### src/rtl/display_mux_controller_pkg.sv
// Shared types and anode encodings for the two-digit display multiplexer.
package display_pkg;

    typedef enum logic [1:0] {
        SHOW0  = 2'd0,
        BLANK0 = 2'd1,
        SHOW1  = 2'd2,
        BLANK1 = 2'd3
    } disp_state_t;

    localparam logic [1:0] AN_OFF = 2'b11;
    localparam logic [1:0] AN_D0  = 2'b10;
    localparam logic [1:0] AN_D1  = 2'b01;

    function automatic logic [1:0] an_for(input disp_state_t s);
        case (s)
            SHOW0:   an_for = AN_D0;
            SHOW1:   an_for = AN_D1;
            default: an_for = AN_OFF;
        endcase
    endfunction

    // The select leads into BLANK0 so it is settled before digit 1 lights.
    function automatic logic hex_for(input disp_state_t s);
        hex_for = (s == BLANK0) || (s == SHOW1);
    endfunction

endpackage

### src/rtl/display_mux_controller_slot_timer.sv
// Down-counting slot timer: load a length, count down while enabled, done on the last cycle.
module slot_timer #(
    parameter int W = 4
) (
    input  logic         clk,
    input  logic         rst,
    input  logic         en,
    input  logic         load,
    input  logic [W-1:0] load_val,
    output logic [W-1:0] count,
    output logic         done
);

    logic [W-1:0] count_q, count_d;

    always_comb begin
        count_d = count_q;
        if (load) begin
            count_d = load_val;
        end else if (en && (count_q != '0)) begin
            count_d = count_q - 1'b1;
        end
    end

    always_ff @(posedge clk or posedge rst) begin
        if (rst) begin
            count_q <= '0;
        end else begin
            count_q <= count_d;
        end
    end

    assign count = count_q;
    assign done  = (count_q == W'(1));

endmodule

### src/rtl/display_mux_controller.sv
// Dual 7-segment sequencer: digit select, per-frame operand latch and blanked anode drive.
module display_mux_controller
    import display_pkg::*;
#(
    parameter int DIV_COUNT   = 24000,
    parameter int BLANK_COUNT = 240
) (
    input  logic       clk,
    input  logic       reset,
    input  logic       en,
    input  logic [3:0] s1_in,
    input  logic [3:0] s2_in,
    output logic       current_hex,
    output logic [3:0] s1,
    output logic [3:0] s2,
    output logic [1:0] an,
    output logic       frame_tick
);

    // state  | meaning
    // SHOW0  | digit 0 lit, select 0
    // BLANK0 | dark gap, select pre-set to 1
    // SHOW1  | digit 1 lit, select 1
    // BLANK1 | dark gap, select back to 0; reset state

    localparam int MAX_LEN = (DIV_COUNT > BLANK_COUNT) ? DIV_COUNT : BLANK_COUNT;
    localparam int CW      = $clog2(((MAX_LEN > 1) ? MAX_LEN : 1) + 1);
    localparam logic [CW-1:0] SHOW_LEN   = CW'(DIV_COUNT);
    localparam logic [CW-1:0] BLANK_LEN  = CW'(BLANK_COUNT);
    localparam logic [CW-1:0] RESUME_LEN = CW'((BLANK_COUNT > 1) ? BLANK_COUNT - 1 : 0);
    localparam bit            NO_BLANK   = (BLANK_COUNT == 0);

    disp_state_t state_q, state_d;
    logic [1:0]  an_q, an_d;
    logic        hex_q, hex_d;
    logic        tick_q, tick_d;
    logic [3:0]  s1_q, s1_d, s2_q, s2_d;

    logic [CW-1:0] tmr_count, tmr_val;
    logic          tmr_done, tmr_load;
    logic          leave, unarmed, frame_start;

    slot_timer #(.W(CW)) u_slot_timer (
        .clk      (clk),
        .rst      (reset),
        .en       (en),
        .load     (tmr_load),
        .load_val (tmr_val),
        .count    (tmr_count),
        .done     (tmr_done)
    );

    // A zero count only exists straight after reset: the first enabled cycle
    // of BLANK1 either ends it (short blank) or arms the rest of its length.
    always_comb begin
        leave   = tmr_done || ((tmr_count == '0) && (BLANK_COUNT <= 1));
        unarmed = (tmr_count == '0) && !leave;
        state_d = state_q;
        if (en && leave) begin
            case (state_q)
                SHOW0:   state_d = NO_BLANK ? SHOW1 : BLANK0;
                BLANK0:  state_d = SHOW1;
                SHOW1:   state_d = NO_BLANK ? SHOW0 : BLANK1;
                default: state_d = SHOW0;
            endcase
        end
        tmr_load    = en && (leave || unarmed);
        tmr_val     = unarmed ? RESUME_LEN :
                      ((state_d == SHOW0) || (state_d == SHOW1)) ? SHOW_LEN : BLANK_LEN;
        frame_start = en && leave && (state_d == SHOW0);
        an_d        = en ? an_for(state_d) : AN_OFF;
        hex_d       = hex_for(state_d);
        tick_d      = frame_start;
        s1_d        = frame_start ? s1_in : s1_q;
        s2_d        = frame_start ? s2_in : s2_q;
    end

    always_ff @(posedge clk or posedge reset) begin
        if (reset) begin
            state_q <= BLANK1;
            an_q    <= AN_OFF;
            hex_q   <= 1'b0;
            tick_q  <= 1'b0;
            s1_q    <= 4'h0;
            s2_q    <= 4'h0;
        end else begin
            state_q <= state_d;
            an_q    <= an_d;
            hex_q   <= hex_d;
            tick_q  <= tick_d;
            s1_q    <= s1_d;
            s2_q    <= s2_d;
        end
    end

    assign an          = an_q;
    assign current_hex = hex_q;
    assign frame_tick  = tick_q;
    assign s1          = s1_q;
    assign s2          = s2_q;

endmodule

### config.mk
export PLATFORM = sky130hd
export DESIGN_NAME = display_mux_controller
export DESIGN_NICKNAME = d
export VERILOG_FILES = /design/src/rtl/display_mux_controller_pkg.sv /design/src/rtl/display_mux_controller_slot_timer.sv /design/src/rtl/display_mux_controller.sv
export SDC_FILE = /design/constraint.sdc
export NUM_CORES = 1
export LEC_CHECK = 0
export ABC_AREA = 1
export CELL_PAD_IN_SITES_DETAIL_PLACEMENT = 0
export CELL_PAD_IN_SITES_GLOBAL_PLACEMENT = 1
export CORE_MARGIN = 2
export CORE_UTILIZATION = 43
export CTS_CLUSTER_DIAMETER = 60
export CTS_CLUSTER_SIZE = 24
export DETAILED_ROUTE_END_ITERATION = 16
export MAX_ROUTING_LAYER = met4
export PLACE_DENSITY = 0.86
export REMOVE_ABC_BUFFERS = 1
export SLEW_MARGIN = 20
export SYNTH_ARGS = -nofsm -noshare
export SYNTH_HDL_FRONTEND = slang
export SYNTH_SLANG_ARGS = --single-unit
### constraint.sdc
create_clock -name clk -period 4.2 [get_ports clk]
set_input_delay 0.84 -clock clk [delete_from_list [all_inputs] [get_ports clk]]
set_output_delay 0.84 -clock clk [all_outputs]
set_load 0.03 [all_outputs]
Yosys cells after proc, flatten, opt, wreduce, memory -nomap -nowiden
Index checks and enable logic that the tools add are counted.
{"block": "classes", "n_mux": 8, "n_reduce_logical": 14, "addsub": 1, "n_eq_ne": 5}
{"op": "15-bit 2-to-1 mux", "count": 4}
{"op": "15-bit by 1-bit == test with 1-bit output, second input constant", "count": 1}
{"op": "15-bit logical NOT", "count": 1}
{"op": "15-bit nonzero test", "count": 1}
{"op": "15-bit by 1-bit subtractor with 15-bit output, second input constant", "count": 1}
{"op": "2-bit case mux with 3 select lines", "count": 1}
{"op": "1-bit logical AND", "count": 5}
{"op": "2-bit by 1-bit == test with 1-bit output, second input constant", "count": 2}
{"op": "2-bit == test, second input constant", "count": 2}
{"op": "2-bit logical NOT", "count": 2}
{"op": "2-bit 2-to-1 mux", "count": 2}
{"op": "2-bit case mux with 2 select lines", "count": 1}
{"op": "1-bit logical OR", "count": 3}
{"op": "2-bit nonzero test", "count": 1}
{"op": "1-bit logical NOT", "count": 1}
{"block": "totals", "elab_cells": 35, "reg_bits": 29}

Logic depth before layout (Yosys ltp)
{"block": "depth", "word_depth": 8, "mapped_depth": 16, "depth_no_buf": 15}

Cells and area by module
A second synthesis with hierarchy kept.
{"block": "hier_totals", "cells_unflattened": 255, "area_unflattened_um2": 1853.0}
{"mod": "slot_timer", "area_each_um2": 1163.6, "cells_per_inst": 172, "n_inst": 1}
{"mod": "display_mux_controller", "area_each_um2": 689.4, "cells_per_inst": 83, "n_inst": 1}

Worst setup path after synthesis
OpenSTA, ideal clock, no wires.
{"block": "synth_path", "kind": "input port to flip-flop", "startpoint": "input port en", "endpoint": "register s1_q[0], in the netlist s1[0]", "path_slack_ps": 2026, "stages": 11, "arrival_time_ps": 2054, "path_cell_list": "buf_2 > nand3_1 > nor2_1 > nor2_2 > inv_1 > ha_1 > nand2_1 > nor2_8 > buf_8 > o21ai_0 > inv_1"}
{"block": "synth_between", "elab_chain_len": 4}
{"element": "start: declaration", "line": "display_mux_controller.sv:10", "rtl": "input logic en,"}
{"element": "1-bit logical AND", "line": "display_mux_controller.sv:59", "rtl": "if (en && leave) begin"}
{"element": "2-bit 2-to-1 mux", "line": "display_mux_controller.sv:59"}
{"element": "net state_d[1]", "line": "display_mux_controller.sv:33", "rtl": "disp_state_t state_q, state_d;"}
{"element": "2-bit logical NOT", "line": "display_mux_controller.sv:70", "rtl": "frame_start = en && leave && (state_d == SHOW0);"}
{"element": "1-bit logical AND", "line": "display_mux_controller.sv:70"}
{"element": "end signal: assignment", "line": "display_mux_controller.sv:84", "rtl": "s1_q <= 4'h0;"}
{"element": "end signal: assignment", "line": "display_mux_controller.sv:91", "rtl": "s1_q <= s1_d;"}
{"element": "end: declaration", "line": "display_mux_controller.sv:37", "rtl": "logic [3:0] s1_q, s1_d, s2_q, s2_d;"}
The timed path passes the listed nets, and every way through them passes these cells.
A chain may end at the register's enable or synchronous reset.

Worst setup path after layout
{"block": "layout_path", "startpoint": "input port en", "endpoint": "register s2_q[1], in the netlist s2[1]"}
{"block": "layout_between", "elab_chain_len": 4}
{"element": "1-bit logical AND", "line": "display_mux_controller.sv:59"}
{"element": "2-bit 2-to-1 mux", "line": "display_mux_controller.sv:59"}
{"element": "net state_d[1]", "line": "display_mux_controller.sv:33"}
{"element": "2-bit logical NOT", "line": "display_mux_controller.sv:70"}
{"element": "1-bit logical AND", "line": "display_mux_controller.sv:70"}
{"element": "end signal: assignment", "line": "display_mux_controller.sv:85", "rtl": "s2_q <= 4'h0;"}
{"element": "end signal: assignment", "line": "display_mux_controller.sv:92", "rtl": "s2_q <= s2_d;"}
{"element": "end: declaration", "line": "display_mux_controller.sv:37"}
The timed path passes the listed nets, and every way through them passes these cells.

==> reports/results.ini <==
[outcome]
outcome=complete, no violations

[clock_tree]
clock_path_buffers=2
post_cts.repair.setup_buffers=0
clkSlewWorstSetupHoldPaths_ps=70
htreeDepth=2
cts_resized=0
cts_hold_buffers=0
cts_buffers=5
clock_latency_ps=280
clock-sinks=29
cts-root-buf=clkbuf_8
cts_tree=built

[sta]
period_needed_ps=2587
fin_setup_tns_ps=0
setup_violations=0
drv_slew=0
hold_viol=0
finClkSkew_ps=6.378
slew_headroom_pct=74.02
rsz0062_at_grt=false
fin_ws_ps=1613
fmax_ghz=0.3865
period_share_pct=61.61
tightest_slew_ps=389.7

[power]
vdd.ir_drop.worst_mv=0.3401
power_density_nw_per_um2=644.5
p_total_mw=1.349
leakage_nw=1.136

[hold_path]
hold_path_end=s2[3]
min_path_type=flip-flop to flip-flop
worstHoldStart=s2[3]
whs_path_depth=2

[final_layout]
syn_to_final_growth_pct=23.01
final_area_um2=2093
multi_input_area_um2=797.0
drive_gt1_share_pct=14.17
layout.nets=263
layout.cells.most_common_list=nand2_1 (47), inv_1 (36), dfrtp_1 (25), nor2_1 (24), clkdlybuf4s50_1 (22)
final_common_cell=nand2_1
n_antenna_cell=0
fin_cells=295
nFillCells=373
regArea_um2=730.7

[global_route]
first_global_vias=1305
grt_util_all_layers_pct=18.06
grt_max_degree=30
grt_pass1_wl_um=5837
gr-total-overflow=0
antenna_found_initial=0

[route]
drt_iter0_drc=71
routed_wl_um=3486
firstDrtPassIters=5
ant_nets=0
post-route-drc-count=0
vias=1429
wl_per_cell_um=11.82
vias_per_cell=4.844

[logic_synthesis]
ys_seq_elements=29
syn-cell-area_um2=1702
synth.area.mux_share_pct=0
synth_top_family_by_area=simple AND/OR/NAND/NOR gates
ys.flop_type=dfrtp_1
synth_edf_count=0
seq_area_frac_synth_pct=42.94
synth.avg_cell_area_um2=7.806
synth_xor_area_share_pct=2.059
syn_inst=218
synthArstFlopShare_pct=100.0
synth_compound_area_share_pct=7.279
synth.top_cell.area_share_pct=36.76
synth_area_leader_cell=dfrtp_1
synth_area_leaders=dfrtp_1 (37%), nand2_1 (10%), inv_1 (7.9%)
synth-simple-area-share_pct=33.09
yosys_warnings=0
ys_types=27
synthAdderAreaFrac_pct=4.412

[placed_design]
pre_cts_ws_ps=1319
dp_hpwl_um=2528
io_buffers=22
placed_cell_area_um2=1973
dp_cells=287
globalplace.congestion=0.8432

[setup_path]
r2r_slack_ps=1960
cp_data_required_time_ps=4380
worst_ep_arrival_time_ps=2760
critPathKind=input pin to flip-flop
r2r_cells=13
path_max_fanout=16
startpoint_type=input pin
crit-reg2reg-launch=u_slot_timer.count[6]
worstReg2RegEnd=s2[1]
end_kind=flip-flop

[floorplanning]
die_area_um2=4476
std_cell_rows=22
start_util_pct=45.45
io_pins=23
core_um2=3744
fp.dieH_um=66.91
die_x_um=66.91

[run]
cap_violations=0

==> sequential cells by signal, indices dropped and copies added (netlist names) <==
| register | cells |
|---|---|
| s1 | 4 |
| s2 | 4 |
| state_q | 2 |
| frame_tick | 1 |
| u_slot_timer.count | 15 |
| an | 2 |
| current_hex | 1 |
==> cell usage after synthesis (2+ instances only) <==
library cell,count
ha_1,6
o21ai_2,3
inv_2,3
xor2_1,4
nor3_1,2
nor2_1,24
nand4_1,4
nand2_1,47
nand2_2,5
nand3_1,21
nor2_8,2
a21oi_1,10
dfrtp_1,25
o21ai_0,7
nor2_4,4
dfstp_2,4
nor2_2,2
inv_1,36
==> cells by family (layout without fill, tap and decap cells) <==
group,count (synthesis),after routing
xor gates and xnor gates,4,4
AOI/OAI and AO/OA,22,22
buffers and inverters,43,72
and+or+nand+nor,114,114
adders and majority gates,6,6
DFF,29,29
==> how the worst max path moves through the flow <==
| stage | start | to | slack (ps) | cells past startpoint |
|---|---|---|---|---|
| floorplan | u_slot_timer.count[1] | s1[0] | 2220 | 14 |
| global placement | en | s1[1] | 1350 | 11 |
| detailed placement | en | s2[1] | 1320 | 11 |
| CTS | en | s2[1] | 1610 | 11 |
| global route | en | s2[2] | 1410 | 11 |
| finish | en | s2[1] | 1610 | 11 |
==> metal layers <==
metal	wire length [µm]	global-route usage, %	up-vias	part of all wire [%]
met1	1720	24.52	657	49
met5	0	-	-	0
met3	157	3.547	5	4.5
li1	-	-	732	-
met4	36	7.908	0	1.0
met2	1572	26.13	35	45
==> layout make-up <==
cell class | count | share of cell area [%]
flip-flops and latches | 29 | 34.91
repair buffers | 24 | 11.24
multi-input cells | 146 | 38.08
well taps | 48 | 2.869
inverters | 40 | 7.173
clock inverters | 2 | 1.793
clock buffers | 6 | 3.945
==> stage by stage <==
step | hold WS [ps] | utilization (%)
6_report | 504.6 | 55.92
5_1_grt | 535.2 | 55.92
4_1_cts | 512.6 | 55.92
3_5_place_dp | 491.0 | 52.71
3_3_place_gp | 478.2 | 52.71
2_1_floorplan | 476.7 | -
==> worst max-delay path, stage by stage <==
cell and delay (ps):
clkdlybuf4s50_1 680, nand3_1 210, nor2_1 150, nor2_2 70, inv_1 50, ha_1 150, nand2_1 140, nor2_8 260
nand2_1 70, o21ai_0 80, inv_1 60
==> where the power goes <==
| group | internal [mW] | switching [mW] |
|---|---|---|
| registers | 0.379 | 0.0984 |
| clock network | 0.193 | 0.114 |
| logic | 0.210 | 0.355 |
(Power assumes the default switching activity.)
